<file path="config.mk">
export PLATFORM = sky130hd
export DESIGN_NAME = mem_stage
export DESIGN_NICKNAME = d
export VERILOG_FILES = /design/src/rtl/mem_stage.sv
export SDC_FILE = /design/constraint.sdc
export NUM_CORES = 1
export LEC_CHECK = 0
export CAP_MARGIN = 20
export CORE_MARGIN = 5
export CORE_UTILIZATION = 41
export CTS_CLUSTER_DIAMETER = 150
export DETAILED_ROUTE_END_ITERATION = 10
export PLACE_DENSITY_LB_ADDON = 0.1
export SLEW_MARGIN = 30
export SYNTH_ARGS = -nofsm -noshare
export SYNTH_HDL_FRONTEND = slang
export SYNTH_SLANG_ARGS = --single-unit
</file>
<file path="constraint.sdc">
create_clock -name clk -period 2.85 [get_ports clk]
set_clock_uncertainty 0.05 [all_clocks]
set_input_delay 0.57 -clock clk [delete_from_list [all_inputs] [get_ports clk]]
set_output_delay 0.57 -clock clk [all_outputs]
set_load 0.03 [all_outputs]
</file>
<file path="src/rtl/mem_stage.sv">
// -----------------------------------------------------------------------------
// mem_stage -- MEM stage of the 5-stage MIPS pipeline (between EX and WB).
//
// Registers the EX-to-MEM bus, waits for load data from a variable-latency data
// SRAM (rvalid pulse), aligns/extends sub-word loads, drives the forwarding and
// stall-request outputs and builds the MEM-to-WB bus.
//
// Ports:
//   clk                 in   clock
//   rst                 in   synchronous active-high reset
//   stall[STALL_WD]     in   per-stage stall vector (bit 3 = MEM, bit 4 = WB)
//   ex_to_mem_bus       in   EX results {pc, data_ram_en, data_ram_wen, mem_op,
//                            mem_size, sel_rf_res, rf_we, rf_waddr, ex_result,
//                            rf_rdata2}
//   data_sram_rdata     in   load data
//   data_sram_rvalid    in   one-cycle pulse, one per issued load
//   mem_to_wb_bus       out  {pc, rf_we, rf_waddr, rf_wdata}
//   mem_we_o            out  forwarding write enable
//   mem_waddr_o         out  forwarding destination register
//   mem_wdata_o         out  forwarding data
//   mem_load_pending_o  out  1 while mem_wdata_o is not valid yet
//   stallreq            out  request to stop stages 0..3
//   mem_pc_o            out  debug PC
//   adel_o              out  sticky misaligned-access flag (only with
//                            MEM_UNALIGNED_CHECK_EN defined)
//
// Optional feature macro: MEM_UNALIGNED_CHECK_EN
// -----------------------------------------------------------------------------
module mem_stage #(
  parameter int EX_TO_MEM_WD = 112,
  parameter int MEM_TO_WB_WD = 70,
  parameter int STALL_WD     = 6
) (
  input  logic                    clk,
  input  logic                    rst,
  input  logic [STALL_WD-1:0]     stall,
  input  logic [EX_TO_MEM_WD-1:0] ex_to_mem_bus,
  input  logic [31:0]             data_sram_rdata,
  input  logic                    data_sram_rvalid,
  output logic [MEM_TO_WB_WD-1:0] mem_to_wb_bus,
  output logic                    mem_we_o,
  output logic [4:0]              mem_waddr_o,
  output logic [31:0]             mem_wdata_o,
  output logic                    mem_load_pending_o,
  output logic                    stallreq,
  output logic [31:0]             mem_pc_o
`ifdef MEM_UNALIGNED_CHECK_EN
  ,
  output logic                    adel_o
`endif
);

  typedef enum logic [1:0] {
    ST_IDLE = 2'd0,
    ST_WAIT = 2'd1,
    ST_HOLD = 2'd2
  } state_t;

  // ---------------------------------------------------------------------------
  // Helpers
  // ---------------------------------------------------------------------------
  function automatic logic is_load_f(input logic en, input logic [1:0] op);
    return en & ((op == 2'b01) | (op == 2'b10));
  endfunction

  // Half needs addr[0]=0, word needs addr[1:0]=0; only real memory accesses.
  function automatic logic is_unaligned_f(input logic en, input logic [1:0] op,
                                          input logic [1:0] size,
                                          input logic [1:0] addr_lo);
    logic bad;
    case (size)
      2'b01:   bad = addr_lo[0];
      2'b10:   bad = (addr_lo != 2'b00);
      default: bad = 1'b0;
    endcase
    return en & (op != 2'b00) & bad;
  endfunction

  // Little-endian lane select plus sign (op 01) or zero (op 10) extension.
  function automatic logic [31:0] extract_f(input logic [31:0] rdata,
                                            input logic [1:0]  addr_lo,
                                            input logic [1:0]  size,
                                            input logic [1:0]  op);
    logic [7:0]  b;
    logic [15:0] h;
    logic        sgn;
    logic [31:0] r;
    sgn = (op == 2'b01);
    case (addr_lo)
      2'b00:   b = rdata[7:0];
      2'b01:   b = rdata[15:8];
      2'b10:   b = rdata[23:16];
      2'b11:   b = rdata[31:24];
      default: b = 8'h00;
    endcase
    h = addr_lo[1] ? rdata[31:16] : rdata[15:0];
    case (size)
      2'b00:   r = {{24{sgn & b[7]}}, b};
      2'b01:   r = {{16{sgn & h[15]}}, h};
      default: r = rdata;
    endcase
    return r;
  endfunction

  // ---------------------------------------------------------------------------
  // State
  // ---------------------------------------------------------------------------
  logic [EX_TO_MEM_WD-1:0] bus_r;
  state_t                  state_r, state_nxt;
  logic                    load_issued_r;
  logic [31:0]             hold_buf_r;
  logic [7:0]              proto_err_cnt_r;
  logic                    hold_load_s;

  // Decoded fields of the registered instruction
  logic [31:0] pc_s;
  logic        en_s;
  logic [3:0]  wen_s;
  logic [1:0]  op_s;
  logic [1:0]  size_s;
  logic        sel_s;
  logic        we_s;
  logic [4:0]  waddr_s;
  logic [31:0] res_s;
  logic [31:0] rd2_s;

  assign pc_s    = bus_r[EX_TO_MEM_WD-1 -: 32];
  assign en_s    = bus_r[79];
  assign wen_s   = bus_r[78:75];
  assign op_s    = bus_r[74:73];
  assign size_s  = bus_r[72:71];
  assign sel_s   = bus_r[70];
  assign we_s    = bus_r[69];
  assign waddr_s = bus_r[68:64];
  assign res_s   = bus_r[63:32];
  assign rd2_s   = bus_r[31:0];

  // Store strobes/data go to the SRAM straight from EX; unused here.
  logic unused_s;
  assign unused_s = ^{wen_s, rd2_s, stall, proto_err_cnt_r};

  // Incoming instruction decode (needed to arm load_issued at capture time)
  logic in_is_load_s;
  logic in_fault_s;
  logic cur_fault_s;
  logic cur_is_load_s;

  assign in_is_load_s  = is_load_f(ex_to_mem_bus[79], ex_to_mem_bus[74:73]);
  assign cur_is_load_s = is_load_f(en_s, op_s);

`ifdef MEM_UNALIGNED_CHECK_EN
  assign in_fault_s  = is_unaligned_f(ex_to_mem_bus[79], ex_to_mem_bus[74:73],
                                      ex_to_mem_bus[72:71], ex_to_mem_bus[33:32]);
  assign cur_fault_s = is_unaligned_f(en_s, op_s, size_s, res_s[1:0]);
`else
  assign in_fault_s  = 1'b0;
  assign cur_fault_s = 1'b0;
`endif

  // ---------------------------------------------------------------------------
  // Handshake status
  // ---------------------------------------------------------------------------
  logic rvalid_used_s;  // rvalid belongs to the outstanding load
  logic load_wait_s;    // load outstanding and its data not here this cycle
  logic capture_s;      // register takes ex_to_mem_bus on this edge
  logic bubble_s;       // register is cleared on this edge
  logic advance_s;      // registered instruction leaves the stage this edge

  assign rvalid_used_s = data_sram_rvalid & load_issued_r;
  assign load_wait_s   = load_issued_r & ~data_sram_rvalid;
  // An outstanding load pins the register even if only stages 0..3 are
  // stopped; otherwise the MEM bubble would push it to WB without data.
  assign capture_s     = ~load_wait_s & ~stall[3];
  assign bubble_s      = ~load_wait_s & stall[3] & ~stall[4];
  assign advance_s     = ~stall[3] | ~stall[4];

  // Pipeline register: reset, bubble, capture or hold.
  always_ff @(posedge clk) begin
    if (rst) begin
      bus_r <= {EX_TO_MEM_WD{1'b0}};
    end else if (bubble_s) begin
      bus_r <= {EX_TO_MEM_WD{1'b0}};
    end else if (capture_s) begin
      bus_r <= ex_to_mem_bus;
    end else begin
      bus_r <= bus_r;
    end
  end

  // load_issued: armed by capturing an aligned load, cleared when its data shows up.
  always_ff @(posedge clk) begin
    if (rst) begin
      load_issued_r <= 1'b0;
    end else if (capture_s && in_is_load_s && !in_fault_s) begin
      load_issued_r <= 1'b1;
    end else if (rvalid_used_s || bubble_s) begin
      load_issued_r <= 1'b0;
    end else begin
      load_issued_r <= load_issued_r;
    end
  end

  // Load FSM state register.
  always_ff @(posedge clk) begin
    if (rst) begin
      state_r <= ST_IDLE;
    end else begin
      state_r <= state_nxt;
    end
  end

  // Load FSM next state; data arriving while WB is stopped is parked in HOLD.
  always_comb begin
    state_nxt   = state_r;
    hold_load_s = 1'b0;
    case (state_r)
      ST_IDLE: begin
        if (load_issued_r && !data_sram_rvalid) begin
          state_nxt = ST_WAIT;
        end else if (rvalid_used_s && stall[4]) begin
          state_nxt   = ST_HOLD;
          hold_load_s = 1'b1;
        end else begin
          state_nxt = ST_IDLE;
        end
      end
      ST_WAIT: begin
        if (!load_issued_r) begin
          state_nxt = ST_IDLE;
        end else if (rvalid_used_s && stall[4]) begin
          state_nxt   = ST_HOLD;
          hold_load_s = 1'b1;
        end else if (rvalid_used_s) begin
          state_nxt = ST_IDLE;
        end else begin
          state_nxt = ST_WAIT;
        end
      end
      ST_HOLD: begin
        if (advance_s) begin
          state_nxt = ST_IDLE;
        end else begin
          state_nxt = ST_HOLD;
        end
      end
      default: begin
        state_nxt = ST_IDLE;
      end
    endcase
  end

  // Hold buffer keeps raw load data while WB is stopped.
  always_ff @(posedge clk) begin
    if (rst) begin
      hold_buf_r <= 32'h0000_0000;
    end else if (hold_load_s) begin
      hold_buf_r <= data_sram_rdata;
    end else begin
      hold_buf_r <= hold_buf_r;
    end
  end

  // Saturating count of rvalid pulses that match no outstanding load.
  always_ff @(posedge clk) begin
    if (rst) begin
      proto_err_cnt_r <= 8'd0;
    end else if (data_sram_rvalid && !load_issued_r && (proto_err_cnt_r != 8'hFF)) begin
      proto_err_cnt_r <= proto_err_cnt_r + 8'd1;
    end else begin
      proto_err_cnt_r <= proto_err_cnt_r;
    end
  end

`ifdef MEM_UNALIGNED_CHECK_EN
  logic adel_r;

  // Sticky misaligned flag, set as the faulting instruction enters MEM.
  always_ff @(posedge clk) begin
    if (rst) begin
      adel_r <= 1'b0;
    end else if (capture_s && in_fault_s) begin
      adel_r <= 1'b1;
    end else begin
      adel_r <= adel_r;
    end
  end

  assign adel_o = adel_r;
`endif

  // ---------------------------------------------------------------------------
  // Result and outputs
  // ---------------------------------------------------------------------------
  logic [31:0] ld_src_s;
  logic [31:0] rf_wdata_s;
  logic        rf_we_s;

  assign ld_src_s   = (state_r == ST_HOLD) ? hold_buf_r : data_sram_rdata;
  assign rf_wdata_s = (sel_s & cur_is_load_s)
                      ? extract_f(ld_src_s, res_s[1:0], size_s, op_s)
                      : res_s;
  assign rf_we_s    = we_s & ~cur_fault_s;

  // WB sees a bubble while the load data is still missing.
  assign mem_to_wb_bus      = {pc_s, rf_we_s & ~load_wait_s, waddr_s, rf_wdata_s};
  assign mem_we_o           = rf_we_s;
  assign mem_waddr_o        = waddr_s;
  assign mem_wdata_o        = rf_wdata_s;
  assign mem_load_pending_o = load_wait_s;
  assign stallreq           = load_wait_s;
  assign mem_pc_o           = pc_s;

endmodule

</file>
# After elaboration in Yosys (flattened, before gate mapping)
# Index checks and enable logic that the tools add are counted.
# W data, S select, Z words.
[totals] reg_bits=147 input_bits=153 output_inout_bits=142 word_cells=60
[classes] eq_ne=10 n_mux=18 n_bitwise=18 n_reduce_logical=10
[ops] cell="$mux W32" n=2
[ops] cell="$pmux W32 S2" n=1
[ops] cell="$pmux W8 S4" n=1
[ops] cell="$mux W16" n=1
[ops] cell="$and A1 B1 Y1" n=11
[ops] cell="$eq A2 B1 Y1 const B" n=5
[ops] cell="$eq A2 B2 Y1 const B" n=5
[ops] cell="$mux W2" n=5
[ops] cell="$logic_not A2 Y1" n=3
[ops] cell="$mux W1" n=6
[ops] cell="$pmux W2 S3" n=1
[ops] cell="$not A1 Y1" n=4
[ops] cell="$logic_and A1 B1 Y1" n=3
[ops] cell="$or A1 B1 Y1" n=3
[ops] cell="$pmux W1 S2" n=1
[ops] cell="$reduce_bool A2 Y1" n=1
[ops] cell="$reduce_or A2 Y1" n=1
[ops] cell="$logic_not A1 Y1" n=1
[ops] cell="$logic_or A1 B1 Y1" n=1

# Logic depth before layout (Yosys ltp)
# Gate-level depths: netlist of the first run.
[logic_depth] depth_word=8 mapped_depth=9 depth_no_buf=6

# Least setup slack after synthesis of the first run
# OpenSTA, ideal clock, no wires.
[synth_timing] path_type="reg-to-output" start="register state_r[1]" end="output port mem_wdata_o[23]" t_arrival_ns=2.677 required_ns=2.230 slack_ns=-0.447 path_stages_with_launch=8 path_buffers=2 cell_sequence="dfxtp_1 -> nand2b_1 -> buf_6 -> mux2i_1 -> a221oi_1 -> a311oi_4 -> a311oi_1 -> buf_4"
[synth_between] elab_chain_cells=6 word_cells_on_any_way=8 classes_between="eq/ne (1); mux (5); bitwise (2)"
[synth_lines] item="from (decl)" line_no="109" rtl="state_t state_r, state_nxt;"
[synth_lines] item="from (signal assigned)" line_no="208" rtl="state_r <= state_nxt;"
[synth_lines] item="$eq A2 B2 Y1 (*)" line_no="298" rtl="assign ld_src_s = (state_r == ST_HOLD) ? hold_buf_r : data_sram_rdata;"
[synth_lines] item="$mux W32 (*)" line_no="298"
[synth_lines] item="$pmux W8 S4 or $mux W16 (tied branches)" line_no="89, 96"
[synth_lines] item="$and A1 B1 Y1, on equally long branches" line_no="98, 99"
[synth_lines] item="$pmux W32 S2 (*)" line_no="97" rtl="case (size)"
[synth_lines] item="$mux W32 (*)" line_no="300" rtl="? extract_f(ld_src_s, res_s[1:0], size_s, op_s)"
[synth_lines] item="to (decl)" line_no="43" rtl="output logic [31:0] mem_wdata_o,"
# Mark *: on every way between the ends. The rest lies on a longest branch, timed or not.

# Worst setup path in the final report of the first run
[layout_timing] start="input port data_sram_rdata[15]" end="output port mem_wdata_o[29]"
[layout_between] elab_chain_cells=5 word_cells_on_any_way=7 classes_between="mux (5); bitwise (2)"
[layout_lines] item="from (decl)" line_no="38" rtl="input logic [31:0] data_sram_rdata,"
[layout_lines] item="$mux W32 (*)" line_no="298"
[layout_lines] item="$pmux W8 S4 or $mux W16 (tied branches)" line_no="89, 96"
[layout_lines] item="$and A1 B1 Y1, on equally long branches" line_no="98, 99"
[layout_lines] item="$pmux W32 S2 (*)" line_no="97"
[layout_lines] item="$mux W32 (*)" line_no="300"
# Marks and branches as above.

==> out/metrics.cfg, run 1 <==
[worst_setup_path]
r2r_slack_ns=1.13
worstPathArrival_ns=2.43
setup.worst_path.end_class=output pin
worstPathRequired_ns=2.23
critPathKind=in2out
startpoint_type=input pin
path_max_fanout=6

[placement]
globalplace.congestion=0.910
numPortBuffers=254
dp_hpwl_um=14500
dpl.cell_count=1107

[drt]
routedWlPerCell_um=17.5
routed_wl_um=20000
drtPass1Iterations=4
drt.antenna.violating_nets=0
via_per_inst=5.13
drc=0
drt_iter0_markers=325
vias=5859

[finish]
nNetsFinal=1111
layout-drive-gt1-share=0.234
post-route-util=0.643
diodes=0
synthToLayoutAreaGrowth_pct=53.2
stdcell_count=1142

[sta]
tightest_slew_ns=0.666
fin_crit_ns=3.05
holdWs_ns=0.407
worst_slack_ns=-0.195
slew_headroom=0.556
slew_viol_final=0
rsz0062_at_grt=true
fmax_mhz=328
post-route-period-util=1.07
finalSetupViolations=50
finalHoldViolCount=0

[synth]
synth-async-reset-ratio=0
yosysTopAreaCell=dfxtp_1
synth-edff-count=0
yosysMostFrequentCell=nand2_1
ys_top_cells_by_count=227 x nand2_1, 121 x a21oi_1, 111 x dfxtp_1, 107 x buf_4, 43 x clkbuf_1
yosysTopAreaCellShare=0.378
ys_seq_area_frac=0.378
syn_area_per_cell_um2=7.47
synth_warnings=0
synth.cell_area_um2=5870
yosys-top-cells-area=dfxtp_1 38%, nand2_1 15%, buf_4 14%
synth_cell_types=38
syn_nets=940
synth_flop_cell=dfxtp_1
netlist_instances=786
ys_seq_elements=111

[die]
core_um2=14000
start_util=0.420
dieArea_um2=16800
die_w_um=130
io_pins=295
rows=43
fp.dieH_um=130

[job]
max_cap_viol_count=0

[grt]
grt_max_degree=69
grt_pass1_wl_um=30800
grt_overflow=0
grt_pass1_vias=6042
grt_use_total=0.232
antenna_found_initial=0

[cts]
h-tree-depth=3
cts.sinks=111
cts_buffers=9
root_buffer=clkbuf_16
clock_latency_ns=0.36
clk_path_buf_depth=2
cts_hold_buf=0
path_clk_slew_ns=0.08
cts_tree=built

[power_and_ir_drop]
p_int_mw=2.80
pwr-share-seq=0.413
switching_share=0.300
p_comb_frac=0.245
total_leakage_power_nw=3.50
peakVddDrop_v=0.000274
powerDensity_nw_per_um2=445
clock_power_share=0.342
power.switching_mw=1.20

[run_status]
violations=setup timing
outcome=complete, but fails checks

[worst_hold_path]
hold_class=reg2reg

-- cells in the final DEF (no fill, tap or decap), types with 4 or more instances in the layout --
cell type        synthesis  layout
a21oi_1                121     119
nor2_4                   0       5
inv_1                    5       5
dlygate4sd2_1            0       4
nand2_1                227     227
buf_12                   0       5
a31oi_4                  0       7
clkdlybuf4s50_1          0     186
nor2_1                  34      18
clkbuf_16                0       9
mux2_2                  22       8
o31a_1                   6       6
o21ai_2                  0       7
o211ai_1                 6       6
buf_4                  107      64
o22ai_1                 22      22
mux2_4                   0      14
nand2b_1                12       8
nor3_1                   9       7
mux2i_1                 10       7
dfxtp_1                111     109
nor2_2                   0      11
buf_6                    2      61
-- worst max-delay path: stages --
cell and delay (ns):
dlygate4sd2_1 0.32, mux4_2 0.52, and3_4 0.21, a311oi_4 0.36
buf_6 0.22, nor2_2 0.07, buf_6 0.14
-- cells by family (layout without fill, tap and decap cells) --
| group | count (synthesis) | in the layout | share of synthesized area |
|---|---|---|---|
| adder cells (fa/ha/maj) | 1 | 1 | 0.00213 |
| AND/OR/NAND/NOR | 293 | 293 | 0.200 |
| XOR/XNOR | 1 | 1 | 0.00149 |
| AO/OA/AOI/OAI | 182 | 182 | 0.178 |
| flip-flops | 111 | 111 | 0.378 |
| buffers and inverters | 165 | 341 | 0.177 |
| multiplexers | 33 | 33 | 0.0631 |
-- sequential cells by signal (all words and copies together) (netlist names) --
register and flops:
bus_r 76, hold_buf_r 32, load_issued_r 1, state_r 2
-- cell type report --
cell class / count / area (µm²)
Clock inverter: 6 / 81.3
Clock buffer: 10 / 239
Inverter: 5 / 18.8
Tap cell: 180 / 225
Sequential cell: 111 / 2220
Multi-Input combinational cell: 510 / 3040
Fill cell: 1193 / 4990
Timing Repair Buffer: 320 / 3160
-- power groups by stage --
stage | sequential (mW) | clock [mW] | combinational (mW)
floorplan | 1.67 | 0 | 0.550
CTS | 1.65 | 1.40 | 0.958
global placement | 1.69 | 0 | 0.894
detailed placement | 1.69 | 0 | 0.902
finish | 1.65 | 1.37 | 0.982
global route | 1.66 | 1.46 | 1.04
-- through the flow --
step | total power [mW] | TNS [ns] | setup WS (ns) | cell area, µm²
after floorplan | 2.22 | -2.10 | -0.218 | 5920
after global placement | 2.58 | -30.30 | -0.771 | 8010
after detailed placement | 2.59 | -31.56 | -0.801 | 8010
after CTS | 4.01 | -6.51 | -0.184 | 8820
after global routing | 4.17 | -12.52 | -0.271 | 9000
final | 4.01 | -7.95 | -0.195 | 9000
-- repair_timing --
action,CTS,global route
setup buffers,13,10
pin swaps,15,11
resized for setup,302,33
endpoints found under the setup margin,64,64
cloned,2,0
-- metal layers --
metal  vias to the layer above  GRT usage  part of all wire  wire length, µm
met1                      2752      0.284              0.41             8120
met4                         0     0.0660             0.022              447
met2                       215      0.396              0.50             9970
met3                        32     0.0713             0.073             1470
met5                         -          0                 0                0
li1                       2860          -                 -                -
-- path summary, 6_finish.rpt --
check | depth (start not counted) | from | endpoint
worst min register to register | 2 | hold_buf_r[14]$_SDFFE_PP0P_ | hold_buf_r[14]$_SDFFE_PP0P_
worst max-delay path | 7 | data_sram_rdata[15] | mem_wdata_o[29]
worst max register to register | 5 | load_issued_r$_SDFFE_PP0P_ | bus_r[91]$_SDFFE_PP0P_
worst min-delay path | 2 | hold_buf_r[14]$_SDFFE_PP0P_ | hold_buf_r[14]$_SDFFE_PP0P_
Power figures use the tool's default switching activity.
==> run 2: changes to the inputs <==
--- a/config.mk
+++ b/config.mk
@@ -11,7 +11,7 @@
 export CTS_CLUSTER_DIAMETER = 150
 export DETAILED_ROUTE_END_ITERATION = 10
 export PLACE_DENSITY_LB_ADDON = 0.1
-export SLEW_MARGIN = 30
+export SKIP_CTS_REPAIR_TIMING = 1
 export SYNTH_ARGS = -nofsm -noshare
 export SYNTH_HDL_FRONTEND = slang
 export SYNTH_SLANG_ARGS = --single-unit
==> constraint.sdc (replaced) <==
create_clock -name clk -period 3.3 [get_ports clk]
set_clock_uncertainty 0.05 [all_clocks]
set_input_delay 0.66 -clock clk [delete_from_list [all_inputs] [get_ports clk]]
set_output_delay 0.66 -clock clk [all_outputs]
set_load 0.03 [all_outputs]
==> run 2 against run 1 <==
Against the previous run: the flow still finishes with violations (setup timing); count of clock-buffer cells in the layout stayed put; largest power group unchanged; via count shrank 1.3%; cell area is 7.5% lower; worst setup slack better by 0.11 ns; highest routed layer unchanged; register-to-register slack better by 0.61 ns; worst hold slack about the same.
==> out/metrics.cfg, run 2 (synthesis gave the netlist of run 1 again) <==
[sta]
tightest_slew_ns=0.589  ; -0.0765 ns
slew_viol_final=0  ; unchanged
holdWs_ns=0.407  ; -0.000276 ns
fin_crit_ns=3.38
slew_headroom=0.607  ; +0.0510
final.setup.tns_ns=-0.288  ; +7.67 ns
worst_slack_ns=-0.0830  ; +0.112 ns
rsz0062_at_grt=true
post-route-period-util=1.03
finalHoldViolCount=0  ; unchanged
fmax_mhz=296
finalSetupViolations=15  ; -70%

[job]
max_cap_viol_count=0  ; unchanged

[die]
core_um2=14000  ; unchanged
start_util=0.420  ; unchanged
die_w_um=130  ; unchanged
io_pins=295  ; unchanged
dieArea_um2=16800  ; unchanged
fp.dieH_um=130  ; unchanged
rows=43  ; unchanged

[drt]
routed_wl_um=18900  ; -5.3%
drt.antenna.violating_nets=0  ; unchanged
drtPass1Iterations=4  ; unchanged
drt_iter0_markers=303  ; -6.8%
drc=0  ; unchanged
routedWlPerCell_um=16.9  ; -3.6%
via_per_inst=5.16  ; +0.50%
vias=5785  ; -1.3%

[grt]
grt_pass1_vias=5736  ; -5.1%
gr-usage-met3=0.0536  ; -0.0177
grtUsageMet2=0.342  ; -0.0540
grt_max_degree=41  ; -41%
use_met1=0.278  ; -0.00601
antenna_found_initial=0  ; unchanged
grt_use_total=0.215  ; -0.0177
grt_overflow=0  ; unchanged
grt_pass1_wl_um=28700  ; -6.8%
busiest_layer=met2

[placement]
globalplace.congestion=0.839  ; -7.8%
numPortBuffers=254  ; unchanged
dp_hpwl_um=14300  ; -1.6%

[worst_hold_path]
hold_class=reg2reg
holdPathStages=2  ; unchanged
hold_start=bus_r[35]$_SDFFE_PP0P_

[finish]
largest_reg_flops=76  ; unchanged
layout-drive-gt1-share=0.186  ; -0.0481
diodes=0  ; unchanged
synthToLayoutAreaGrowth_pct=41.7
layout_commonest_cell=nand2_1
nNetsFinal=1091  ; -1.8%
layout_common_cells=227 x nand2_1, 186 x clkdlybuf4s50_1, 120 x a21oi_1, 109 x dfxtp_1, 71 x buf_4
reg.largest.list=bus_r (76), hold_buf_r (32), state_r (2)
top_register=bus_r

[worst_setup_path]
worstPathArrival_ns=2.67  ; +0.24 ns
path_max_fanout=5  ; -1
reg2reg_depth=4  ; -1
r2r-start=load_issued_r$_SDFFE_PP0P_
critPathKind=reg2out
setup.worst_path.end_class=output pin
startpoint_type=flip-flop
worstPathRequired_ns=2.59  ; +0.36 ns
critPathLaunch=state_r[0]$_SDFF_PP0_

[run_status]
violations=setup timing
outcome=complete, but fails checks

[cts]
cts.sinks=111  ; unchanged
root_buffer=clkbuf_16
cts_buffers=9  ; unchanged
clk_path_buf_depth=2  ; unchanged
cts_tree=built
h-tree-depth=3  ; unchanged
path_clk_slew_ns=0.08  ; about the same
clock_latency_ns=0.35  ; about the same

[power_and_ir_drop]
total_leakage_power_nw=3.28  ; -6.1%
peakVddDrop_v=0.000378  ; +38%
powerDensity_nw_per_um2=402  ; -9.6%

==> run 2: power by group <==
group	internal, mW	switching, mW	total [mW]
logic	0.342	0.424	0.766
clock network	0.623	0.535	1.16
registers	1.39	0.0356	1.43
==> run 2: final cells by class <==
type / instances / area (µm²)
flip-flops and latches: 111 / 2220
repair buffers: 300 / 2770
multi-input cells: 510 / 2770
clock inverters: 6 / 75.1
well taps: 180 / 225
clock buffers: 10 / 239
fillers: 1271 / 5670
inverters: 5 / 18.8
==> run 2: routing by layer <==
layer  share of wire  wire length, µm
met2            0.47             8920
met4           0.036              681
met3           0.078             1470
met5               0                0
met1            0.42             7870
==> run 2: stage by stage <==
step	util	worst slack (ns)	cells	area (µm²)	power (mW)
floorplan	-	-0.0816	786	5880	1.92
global placement	0.559	-0.368	1092	7830	2.21
detailed placement	0.559	-0.405	1092	7830	2.22
CTS	0.582	-0.453	1108	8140	3.36
global route	0.595	-0.145	1122	8320	3.47
finish	0.595	-0.0830	1122	8320	3.35
==> run 2: worst max-delay path, cell delays in order, from the launching register on <==
cell,delay [ns]
dfxtp_2,0.32
nand2b_4,0.16
buf_12,0.14
mux2i_4,0.19
a221oi_2,0.27
buf_4,0.16
a311oi_4,0.09
buf_4,0.16
buf_12,0.12
buf_8,0.12
a311oi_4,0.38
buf_6,0.19
==> run 2: path summary, 6_finish.rpt <==
| check | slack [ns] | to |
|---|---|---|
| max | -0.08 | mem_wdata_o[17] |
| min | 0.41 | bus_r[35]$_SDFFE_PP0P_ |
| max reg2reg | 1.74 | bus_r[65]$_SDFFE_PP0P_ |
| min reg2reg | 0.41 | bus_r[35]$_SDFFE_PP0P_ |
